`src/rtl/serial_pkg.sv`:
```
// serial_pkg: shared frame constants and FSM state types for serial_interface
// Contents: DATA_BITS, STOP_BITS, tx_state_t, rx_state_t
package serial_pkg;
    localparam int DATA_BITS = 8;
    localparam int STOP_BITS = 1;
    typedef enum logic [1:0] {TX_IDLE, TX_START, TX_DATA, TX_STOP} tx_state_t;
    typedef enum logic [2:0] {RX_IDLE, RX_START, RX_DATA, RX_STOP, RX_WAIT_HIGH} rx_state_t;
endpackage

```
`src/rtl/serial_rx.sv`:
```
// serial_rx: 8N1 UART receiver with input synchroniser and one-entry output buffer
// Ports: clk, nrst (async active-low), i_rxd (async serial line, idle high),
//        o_data/o_valid/i_ready (ready-valid byte output; overrun drops the new byte)
module serial_rx
    import serial_pkg::*;
#(
    parameter logic [15:0] WTIME = 16'd868
) (
    input  logic       clk,
    input  logic       nrst,
    input  logic       i_rxd,
    input  logic       i_ready,
    output logic [7:0] o_data,
    output logic       o_valid
);
    rx_state_t   r_state, w_next;
    logic [1:0]  r_sync;
    logic        r_prev;
    logic [15:0] r_cnt;
    logic [2:0]  r_bit;
    logic [7:0]  r_shift, r_data;
    logic        r_valid;
    logic        w_rxd, w_sample, w_load;

    assign w_rxd    = r_sync[1];
    // first sample lands mid start bit, later ones one bit period apart
    assign w_sample = r_cnt == (r_state == RX_START ? (WTIME >> 1) - 16'd1 : WTIME - 16'd1);
    // a held byte not being consumed this edge blocks the new one
    assign w_load   = r_state == RX_STOP && w_sample && w_rxd && (!r_valid || i_ready);
    assign o_data   = r_data;
    assign o_valid  = r_valid;

    always_comb begin
        w_next = r_state;
        case (r_state)
            RX_IDLE:      if (r_prev && !w_rxd) w_next = RX_START;
            RX_START:     if (w_sample) w_next = w_rxd ? RX_IDLE : RX_DATA;
            RX_DATA:      if (w_sample && r_bit == 3'(DATA_BITS - 1)) w_next = RX_STOP;
            RX_STOP:      if (w_sample) w_next = w_rxd ? RX_IDLE : RX_WAIT_HIGH;
            RX_WAIT_HIGH: if (w_rxd) w_next = RX_IDLE;
            default:      w_next = RX_IDLE;
        endcase
    end

    always_ff @(posedge clk or negedge nrst) begin
        if (!nrst) r_state <= RX_IDLE;
        else       r_state <= w_next;
    end

    always_ff @(posedge clk or negedge nrst) begin
        if (!nrst) begin
            r_sync  <= 2'b11;
            r_prev  <= 1'b1;
            r_cnt   <= 16'd0;
            r_bit   <= 3'd0;
            r_shift <= 8'h00;
            r_data  <= 8'h00;
            r_valid <= 1'b0;
        end else begin
            r_sync <= {r_sync[0], i_rxd};
            r_prev <= w_rxd;
            r_cnt  <= (r_state == RX_IDLE || r_state == RX_WAIT_HIGH || w_sample) ? 16'd0 : r_cnt + 16'd1;
            if (r_state == RX_DATA && w_sample) begin
                r_shift <= {w_rxd, r_shift[7:1]};
                r_bit   <= r_bit + 3'd1;
            end
            if (w_load) begin
                r_data  <= r_shift;
                r_valid <= 1'b1;
            end else if (i_ready) begin
                r_valid <= 1'b0;
            end
        end
    end
endmodule

```
`src/rtl/serial_interface.sv`:
```
// serial_interface: full-duplex 8N1 UART with ready-valid byte ports
// Ports: clk, nrst (async active-low), uart_txd_in (serial in), uart_rxd_out (serial out),
//        i_data/i_valid/i_ready (bytes to send), o_data/o_valid/o_ready (bytes received)
module serial_interface
    import serial_pkg::*;
#(
    parameter logic [15:0] WTIME = 16'd868
) (
    input  logic       clk,
    input  logic       nrst,
    input  logic       uart_txd_in,
    output logic       uart_rxd_out,
    input  logic [7:0] i_data,
    input  logic       i_valid,
    output logic       i_ready,
    output logic [7:0] o_data,
    output logic       o_valid,
    input  logic       o_ready
);
    tx_state_t   r_tx_state, w_tx_next;
    logic [15:0] r_tx_cnt;
    logic [2:0]  r_tx_bit;
    logic [7:0]  r_tx_shift;
    logic        r_txd, r_ready;
    logic        w_accept, w_bit_end, w_last_bit;

    assign w_accept     = i_valid && r_ready;
    assign w_bit_end    = r_tx_cnt == WTIME - 16'd1;
    assign w_last_bit   = r_tx_bit == (r_tx_state == TX_DATA ? 3'(DATA_BITS - 1) : 3'(STOP_BITS - 1));
    assign uart_rxd_out = r_txd;
    assign i_ready      = r_ready;

    always_comb begin
        w_tx_next = r_tx_state;
        case (r_tx_state)
            TX_IDLE:  if (w_accept) w_tx_next = TX_START;
            TX_START: if (w_bit_end) w_tx_next = TX_DATA;
            TX_DATA:  if (w_bit_end && w_last_bit) w_tx_next = TX_STOP;
            TX_STOP:  if (w_bit_end && w_last_bit) w_tx_next = TX_IDLE;
        endcase
    end

    always_ff @(posedge clk or negedge nrst) begin
        if (!nrst) r_tx_state <= TX_IDLE;
        else       r_tx_state <= w_tx_next;
    end

    always_ff @(posedge clk or negedge nrst) begin
        if (!nrst) begin
            r_tx_cnt   <= 16'd0;
            r_tx_bit   <= 3'd0;
            r_tx_shift <= 8'h00;
            r_txd      <= 1'b1;
            r_ready    <= 1'b0;
        end else begin
            r_tx_cnt <= (r_tx_state == TX_IDLE || w_bit_end) ? 16'd0 : r_tx_cnt + 16'd1;
            case (r_tx_state)
                TX_IDLE: begin
                    // rises on the first edge out of reset, falls on accept
                    r_ready <= !w_accept;
                    if (w_accept) begin
                        r_txd      <= 1'b0;
                        r_tx_shift <= i_data;
                    end
                end
                TX_START: if (w_bit_end) begin
                    r_txd    <= r_tx_shift[0];
                    r_tx_bit <= 3'd0;
                end
                TX_DATA: if (w_bit_end) begin
                    r_txd      <= w_last_bit ? 1'b1 : r_tx_shift[1];
                    r_tx_shift <= r_tx_shift >> 1;
                    r_tx_bit   <= w_last_bit ? 3'd0 : r_tx_bit + 3'd1;
                end
                TX_STOP: if (w_bit_end) begin
                    r_tx_bit <= w_last_bit ? 3'd0 : r_tx_bit + 3'd1;
                    r_ready  <= w_last_bit;
                end
            endcase
        end
    end

    serial_rx #(.WTIME(WTIME)) u_rx (
        .clk     (clk),
        .nrst    (nrst),
        .i_rxd   (uart_txd_in),
        .i_ready (o_ready),
        .o_data  (o_data),
        .o_valid (o_valid)
    );
endmodule

```
`config.mk`:
```
export PLATFORM = sky130hd
export DESIGN_NAME = serial_interface
export DESIGN_NICKNAME = d
export VERILOG_FILES = /design/src/rtl/serial_pkg.sv /design/src/rtl/serial_rx.sv /design/src/rtl/serial_interface.sv
export SDC_FILE = /design/constraint.sdc
export NUM_CORES = 1
export LEC_CHECK = 0
export CAP_MARGIN = 20
export CELL_PAD_IN_SITES_DETAIL_PLACEMENT = 1
export CELL_PAD_IN_SITES_GLOBAL_PLACEMENT = 1
export CORE_AREA = 5 5 94 96
export DETAILED_ROUTE_END_ITERATION = 8
export DIE_AREA = 0 0 99 101
export GPL_ROUTABILITY_DRIVEN = 0
export PLACE_DENSITY = 0.74
export SLEW_MARGIN = 15
export SYNTH_ARGS = -nofsm -noshare
export SYNTH_HDL_FRONTEND = slang
export SYNTH_SLANG_ARGS = --single-unit
```
`constraint.sdc`:
```
create_clock -name clk -period 2.5 [get_ports clk]
set_input_delay 0.25 -clock clk [delete_from_list [all_inputs] [get_ports clk]]
set_output_delay 0.25 -clock clk [all_outputs]
set_load 0.01 [all_outputs]
```
; Word level (Yosys, flattened, before mapping)
; Index checks and enable logic that the tools add are counted.
[word_totals]
wordCells = 103
output_inout_bits = 11
input_bits = 13
reg_bits = 73
[op_classes]
n_reduce_logical = 29
n_addsub = 4
mux = 33
n_eq_ne = 23
[ops]
columns = op, count
row1 = $add 16x1->16 const B, 2
row2 = $mux 16, 2
row3 = $mux 3, 10
row4 = $eq 16x10->1 const B, 1
row5 = $eq 16x16->1, 1
row6 = $mux 8, 2
row7 = $pmux 8 s2, 1
row8 = $pmux 3 s5, 1
row9 = $ne 2x1->1 const B, 7
row10 = $mux 10, 1
row11 = $mux 2, 5
row12 = $ne 2x2->1 const B, 5
row13 = $logic_and 1x1->1, 8
row14 = $pmux 2 s4, 1
row15 = $reduce_and 4->1, 2
row16 = $reduce_bool 2->1, 4
row17 = $mux 1, 7
row18 = $add 3x1->3 const B, 2
row19 = $eq 3x2->1 const B, 2
row20 = $eq 3x3->1 const B, 2
row21 = $pmux 3 s2, 1
row22 = $reduce_and 3->1, 2
row23 = $reduce_and 5->1, 1
row24 = $eq 2x2->1 const B, 2
row25 = other kinds (12), 17

; Depth between registers and ports, before layout
; Gate-level depths: netlist of the first run.
[depth]
depth_word = 7
mapped_depth = 7
ltp_nobuf = 6

; Cells and area by module
; From an unflattened synthesis of the first run, not the netlist that was laid out.
[unflattened]
hier_cells = 325
area_unflattened_um2 = 3717.3
[modules_own_cells]
columns = mod, cells_each, area_per_inst_um2, seq_area_each_um2, n_inst
row1 = serial_rx, 156, 1971.9, 1054.8, 1
row2 = serial_interface, 169, 1745.4, 777.0, 1

; Worst setup path after synthesis of the first run
; Ideal clock, no wire load.
[synth_path]
kind = register to register
from = reg r_tx_cnt[0]
to = reg r_tx_state[0]
stages_incl_launch_ff = 6
setup_time_ns = 0.133
n_path_buf = 0
synth_period_minus_slack_ns = 2.122
required_ns = 2.367
arrival_time_ns = 1.989
slack_ns = 0.378
cell_sequence = dfrtp_1 -> ha_1 -> or3b_1 -> or4_4 -> a2111oi_4 -> a211oi_1
[synth_via]
elab_chain_cells = 4
elab_cells_between_ends = 6
classes_between = eq/ne: 4 / reduce/logical: 2
[synth_lines]
columns = item, line_no
row1 = start: declaration, serial_interface.sv:21  ; logic [15:0] r_tx_cnt;
row2 = start signal: assignment, serial_interface.sv:56  ; r_tx_cnt <= (r_tx_state == TX_IDLE || w_bit_end) ? 16'd0 : r_tx_cnt + 16'd1;
row3 = $eq 16x10->1 (*), serial_interface.sv:28  ; assign w_bit_end = r_tx_cnt == WTIME - 16'd1;
row4 = $logic_and 1x1->1, "serial_interface.sv:38, serial_interface.sv:39"
row5 = $ne 2x2->1 (no source line) or $ne 2x1->1 (tied branches), n/a
row6 = $reduce_and 4->1 (no source line) (*), n/a
row7 = end signal: assignment, serial_interface.sv:45  ; else r_tx_state <= w_tx_next;
row8 = end: declaration, serial_interface.sv:20  ; tx_state_t r_tx_state, w_tx_next;
; Mark *: on every way between the ends. The rest lies on a longest branch, timed or not.
; A chain may end at the register's enable or synchronous reset.

; Final worst setup path of the first run
[layout_path]
from = reg r_tx_cnt[0]
to = reg r_tx_shift[2]
[layout_via]
elab_chain_cells = 3
[layout_lines]
columns = item, line_no
row1 = $eq 16x10->1, serial_interface.sv:28
row2 = $ne 2x2->1 (no source line), n/a
row3 = $reduce_and 3->1 (no source line), n/a
row4 = end signal: assignment, serial_interface.sv:63  ; r_tx_shift <= i_data;
row5 = end signal: assignment, serial_interface.sv:72  ; r_tx_shift <= r_tx_shift >> 1;
row6 = end: declaration, serial_interface.sv:23  ; logic [7:0] r_tx_shift;
; No other way between the ends.

==> results of run 1 <==
-- per-layer routing --
| layer | up-vias | track usage [%] | part of all wire, % |
|---|---|---|---|
| li1 | 1226 | - | - |
| met1 | 1284 | 20.6 | 47 |
| met2 | 25 | 28.4 | 49 |
| met3 | 12 | 3.18 | 2.0 |
| met4 | 0 | 7.46 | 1.9 |
| met5 | - | 0 | 0 |
-- cell usage after synthesis (4+ instances only) --
master	n
xor2_1	6
nand4_1	11
nand3_1	12
xnor2_1	22
or2_2	9
nor3_1	12
dfstp_2	4
ha_1	9
nand2_1	15
dfrtp_1	69
inv_1	12
nor2_1	44
a21oi_1	5
mux2_2	23
nor4_1	8
o221a_2	7
-- critical path: cells and delay by family, from the launching register on --
family,cells,cell delay [ns]
compound gates,1,0.37
fa+ha+maj,1,0.24
flops,1,0.41
simple gates,3,1.23
-- stage by stage --
stage / instance area, um^2 / hold WS, ns / util, % / setup slack [ns]
6_report: 4220 / 0.0139 / 52.9 / 0.156
3_3_place_gp: 3980 / 0.347 / 49.9 / 0.291
2_1_floorplan: 3600 / -0.0456 / - / 0.378
4_1_cts: 4220 / 0.0584 / 52.9 / 0.154
3_5_place_dp: 3980 / 0.347 / 49.9 / 0.182
5_1_grt: 4220 / 0.0931 / 52.9 / 0.0478
-- logic make-up after synthesis --
kind of cell             Yosys count
buffers and inverters             18
AO/OA/AOI/OAI                     32
adder cells (fa/ha/maj)            9
flip-flops                        73
AND/OR/NAND/NOR                  139
multiplexers                      25
XOR/XNOR                          28
-- power breakdown --
part           switching [uW]  internal (uW)
Combinational             108           92.9
Sequential               83.6           1240
Clock                     450            685
-- final cells by class --
class                      instances  area, um^2  area share [%]
clock buffer                      10         138            3.26
clock inverter                     5         104            2.46
tap                              105         131            3.11
timing repair buffer              30         280            6.64
inverter                          12        45.0            1.07
multi-input combinational        233        1690            40.0
sequential                        73        1830            43.4
-- sequential cells by signal (all words and copies together) (netlist names), 2 cells and up --
register / count
u_rx.o_data: 8
r_tx_bit: 3
u_rx.r_cnt: 16
u_rx.r_shift: 8
u_rx.r_bit: 3
r_tx_state: 2
r_tx_shift: 8
r_tx_cnt: 16
u_rx.r_state: 3
u_rx.r_sync: 2
-- worst paths after layout --
path,endpoint,slack (ns),cells after the start
worst max-delay path,r_tx_shift[2]$_DFFE_PN0P_,0.16,5
worst min-delay path,u_rx.r_cnt[13]$_DFF_PN0_,0.01,1
worst max register to register,r_tx_shift[2]$_DFFE_PN0P_,0.16,5
worst min register to register,u_rx.r_sync[1]$_DFF_PN1_,0.35,0
max in group asynchronous,r_tx_shift[1]$_DFFE_PN0P_,1.88,1
min in group clk,u_rx.r_sync[0]$_DFF_PN1_,0.35,1
==> results.json, run 1 <==
{
  "htreeDepth": 3,
  "post-route-period-util_pct": 93.8,
  "async_flop_share_pct": 100,
  "grt_pass1_wl_um": 13300,
  "worstSetupPathType": "register to register",
  "ys_seq_elements": 73,
  "layout-drive-gt1-share_pct": 20.4,
  "syn2layout_area_growth_pct": 17.1,
  "cts_tree": "yes",
  "maxCapViolations": 0,
  "cts_resized": 0,
  "holdBufCountCts": 0,
  "fin_cells": 468,
  "synthAdderAreaFrac_pct": 3.13,
  "hp-class": "primary input to asynchronous set/reset pin",
  "die-height_um": 101,
  "postCtsSetupRepairBufs": 0,
  "slowest_delay_ns": 0.46,
  "hpwl_um": 5120,
  "drc": 0,
  "finalPower_uw": 2660,
  "antenna_found_initial": 0,
  "path_cells": "ha_1 -> or3b_1 -> nor4_4 -> nand3_1 -> o221a_2",
  "p_leak_uw": 0.00184,
  "synth.avg_cell_area_um2": 11.1,
  "yosys_warnings": 0,
  "syn_area_um2": 3600,
  "synth_xor_area_share_pct": 6.81,
  "grt_max_degree": 74,
  "placed_cells": 453,
  "grt_use_total_pct": 16.7,
  "ys_top_cells_by_area": "dfrtp_1 (48%), mux2_2 (7.2%), xnor2_1 (5.4%)",
  "drt_iter0_drc": 74,
  "status": "finished, final reports clean",
  "cp_max_fo": 7,
  "vias_per_cell": 5.44,
  "slew_violations": 0,
  "cts_root_buffer": "clkbuf_8",
  "rsz0062_at_grt": "false",
  "fin_skew_ns": 0.00637,
  "cp-end-kind": "register",
  "start_kind": "register",
  "synthCells": 324,
  "clk_latency_ns": 0.35,
  "cts.sinks": 73,
  "grt_pass1_vias": 2846,
  "synth_compound_area_share_pct": 7.85,
  "row_count": 33,
  "timing.fmax_ghz": 0.427,
  "slew_headroom_pct": 39.1,
  "grt_overflow_total": 0,
  "cts_max_path_buffers": 2,
  "setup_viol": 0,
  "core_um2": 7970,
  "synth_ff_type": "dfrtp_1",
  "crit_slowest_cell": "nor4_4",
  "synth_edf_count": 0,
  "first_pass_iters": 4,
  "yosysTopAreaCellShare_pct": 47.9,
  "mostFrequentLayoutCells": "dfrtp_1 (69), nor2_1 (44), mux2_2 (23)",
  "ioPinCount": 24,
  "crit_start": "r_tx_cnt[0]$_DFF_PN0_",
  "vias": 2547,
  "initial_utilization_pct": 45.2,
  "die_w_um": 99,
  "synth_fp_nets": 346,
  "cts_buffers": 9,
  "synth_cell_types": 54,
  "tns_ns": 0,
  "finalCriticalPeriod_ns": 2.34,
  "powerDensity_nw_per_um2": 631,
  "synth.mux.area_fraction_pct": 7.75,
  "insertedDiodeCount": 0,
  "yosysTopAreaCell": "dfrtp_1",
  "wl_um": 7530,
  "reg2reg_from": "r_tx_cnt[0]$_DFF_PN0_",
  "nNetsFinal": 381,
  "yosys.area_share.simple_pct": 21.3,
  "layout_commonest_cell": "dfrtp_1",
  "fillCellCount": 850,
  "ant_nets": 0,
  "synth_top_family_by_area": "simple AND/OR/NAND/NOR gates",
  "avgRoutedWirePerCell_um": 16.1,
  "tightest_slew_ns": 0.914,
  "ys_seq_area_share_pct": 50.9,
  "io_buffers": 23,
  "crit_required_ns": 2.74,
  "dieArea_um2": 10000,
  "clkTransAtPathRegs_ns": 0.08,
  "cp.arrival_ns": 2.59,
  "peakVddDrop_uv": 299,
  "hold_viol": 0
}
Power figures use the tool's default switching activity.
==> run 2: changes to the inputs <==
--- a/config.mk
+++ b/config.mk
@@ -8,9 +8,10 @@
 export CAP_MARGIN = 20
 export CELL_PAD_IN_SITES_DETAIL_PLACEMENT = 1
 export CELL_PAD_IN_SITES_GLOBAL_PLACEMENT = 1
-export CORE_AREA = 5 5 94 96
+export CORE_AREA = 5 5 91 93
 export DETAILED_ROUTE_END_ITERATION = 8
-export DIE_AREA = 0 0 99 101
+export DIE_AREA = 0 0 96 98
+export DONT_BUFFER_PORTS = 1
 export GPL_ROUTABILITY_DRIVEN = 0
 export PLACE_DENSITY = 0.74
 export SLEW_MARGIN = 15
==> run 2 against run 1 <==
Compared with the run above: cell area fell by 5.5%; sequential share of layout area grew 2.5 points; wire length decreased by 0.47%; clock skew increased by 0.0063 ns; via count down 2.3%; critical path depth is the same; final cell count shrank 4.9%; power fell by 7.5%; register-to-register slack better by 0.05 ns; count of clock-buffer cells in the layout shrank 1; flip-flop and latch count unchanged; critical endpoint is now r_tx_shift[0]$_DFFE_PN0P_.
==> results.json, run 2 (synthesis gave the netlist of run 1 again) <==
{
  "core_um2": 7450,
  "vias_per_cell": 5.59,
  "reg2reg_to": "r_tx_shift[0]$_DFFE_PN0P_",
  "cts_resized": 0,
  "reg_top3": "r_tx_cnt x16, u_rx.r_cnt x16",
  "hp-class": "primary input to register",
  "cts_buffers": 9,
  "cp.arrival_ns": 2.53,
  "hpwl_um": 5130,
  "grt_use_total_pct": 17.4,
  "hold_viol": 0,
  "setup_viol": 0,
  "antenna_found_initial": 0,
  "path_cells": "ha_1 -> or3b_1 -> nor4_4 -> nand3_1 -> o221a_2",
  "syn2layout_area_growth_pct": 10.7,
  "avgRoutedWirePerCell_um": 16.8,
  "cp_max_fo": 7,
  "cts.sinks": 73,
  "die_w_um": 96,
  "total_switching_power_uw": 672,
  "worstHoldStart": "o_ready",
  "ant_nets": 0,
  "p_leak_uw": 0.00175,
  "post-route-period-util_pct": 91.9,
  "slew_headroom_pct": 64.4,
  "combPwrFrac_pct": 7.4,
  "swShare_pct": 27.3,
  "htreeDepth": 3,
  "highest_layer": "met4",
  "cts_max_path_buffers": 2,
  "cts_root_buffer": "clkbuf_8",
  "drt_iter0_drc": 68,
  "p_int_uw": 1790,
  "rsz0062_at_grt": "false",
  "drc": 0,
  "grt_overflow_total": 0,
  "vias": 2488,
  "cp-end-kind": "register",
  "layout-drive-gt1-share_pct": 21.6,
  "postCtsSetupRepairBufs": 0,
  "crit_required_ns": 2.73,
  "nNetsFinal": 360,
  "slew_violations": 0,
  "tightest_slew_ns": 0.534,
  "peakVddDrop_uv": 238,
  "grt_max_degree": 74,
  "powerDensity_nw_per_um2": 617,
  "first_pass_iters": 4,
  "maxCapViolations": 0,
  "dieArea_um2": 9410,
  "wl_met1_um": 3420,
  "wl_met2_um": 3810,
  "row_count": 32,
  "pwr-share-seq_pct": 54.1,
  "r2r_setup_slack_ns": 0.20,
  "reg2reg_from": "r_tx_cnt[0]$_DFF_PN0_",
  "grt_pass1_wl_um": 12900,
  "dr_wl_met3_um": 165,
  "timing.fmax_ghz": 0.435,
  "wl_um": 7490,
  "finalCriticalPeriod_ns": 2.30,
  "fillCellCount": 819,
  "hold_path_end": "u_rx.o_valid$_DFFE_PN0P_",
  "status": "finished, final reports clean",
  "initial_utilization_pct": 48.4,
  "fin_skew_ns": 0.0127,
  "die-height_um": 98,
  "ioPinCount": 24,
  "grt_pass1_vias": 2688,
  "clk_latency_ns": 0.35,
  "layout_commonest_cell": "dfrtp_1",
  "io_buffers": 0,
  "fin_util_pct": 53.5,
  "cts_tree": "yes",
  "clkTransAtPathRegs_ns": 0.09,
  "p_clk_share_pct": 38.5,
  "insertedDiodeCount": 0,
  "slowest_delay_ns": 0.43,
  "rr_worst_depth": 5,
  "start_kind": "register",
  "whs_path_depth": 2,
  "worstSetupPathType": "register to register",
  "tns_ns": 0,
  "crit_slowest_cell": "nor4_4",
  "mostFrequentLayoutCells": "dfrtp_1 (69), nor2_1 (44), mux2_2 (23)"
}
==> run 2: area by class of cell <==
class,count,area (um^2),area share (%)
repair buffers,9,92.6,2.32
clock inverters,7,78.8,1.98
multi-input cells,233,1690,42.3
clock buffers,9,124,3.11
inverters,12,45.0,1.13
flip-flops and latches,73,1830,45.9
well taps,102,128,3.20
==> run 2: how the worst max path moves through the flow <==
stage / slack [ns] / to / from
6_report: 0.20 / r_tx_shift[0]$_DFFE_PN0P_ / r_tx_cnt[0]$_DFF_PN0_
5_1_grt: 0.07 / r_tx_shift[0]$_DFFE_PN0P_ / r_tx_cnt[0]$_DFF_PN0_
4_1_cts: 0.20 / r_tx_shift[0]$_DFFE_PN0P_ / r_tx_cnt[0]$_DFF_PN0_
3_3_place_gp: 0.29 / r_tx_shift[3]$_DFFE_PN0P_ / r_tx_cnt[0]$_DFF_PN0_
3_5_place_dp: 0.22 / r_tx_shift[4]$_DFFE_PN0P_ / r_tx_cnt[0]$_DFF_PN0_
2_1_floorplan: 0.38 / r_tx_state[0]$_DFFE_PN0P_ / r_tx_cnt[0]$_DFF_PN0_
==> run 2: power groups by stage <==
stage	sequential [uW]	clock, uW	combinational [uW]
finish	1330	947	182
global route	1340	1020	216
CTS	1330	981	188
detailed placement	1350	0	154
floorplan	1320	0	127
global placement	1350	0	142
==> run 2: worst max-delay path, delay by kind of cell (launching register included) <==
kind                       cells  cell delay (ns)
and+or+nand+nor                3             1.17
DFF                            1             0.41
adders and majority gates      1             0.24
AOI/OAI and AO/OA              1             0.36
==> run 2: per-layer routing <==
| layer | track usage (%) | vias to the layer above |
|---|---|---|
| met1 | 22.8 | 1265 |
| met2 | 28.4 | 24 |
| met4 | 5.36 | 0 |
| li1 | - | 1189 |
| met5 | 0 | - |
| met3 | 4.01 | 10 |
==> run 2: per-stage QoR <==
step                      setup WS (ns)  area [um^2]  power [uW]  hold WS [ns]  instances
after CTS                         0.197         3990        2500        0.0676        445
after global placement            0.292         3740        1490       -0.0429        426
after floorplan                   0.378         3600        1450       -0.0456        324
after detailed placement          0.224         3740        1510       -0.0432        426
after global routing             0.0696         3990        2580        0.0894        445
final                             0.204         3990        2460        0.0781        445
==> run 2: timing repair <==
item                                    4_1_cts  5_1_grt
hold buffers                                  3        0
hold endpoints to repair                     74        0
endpoints found under the setup margin        0        0
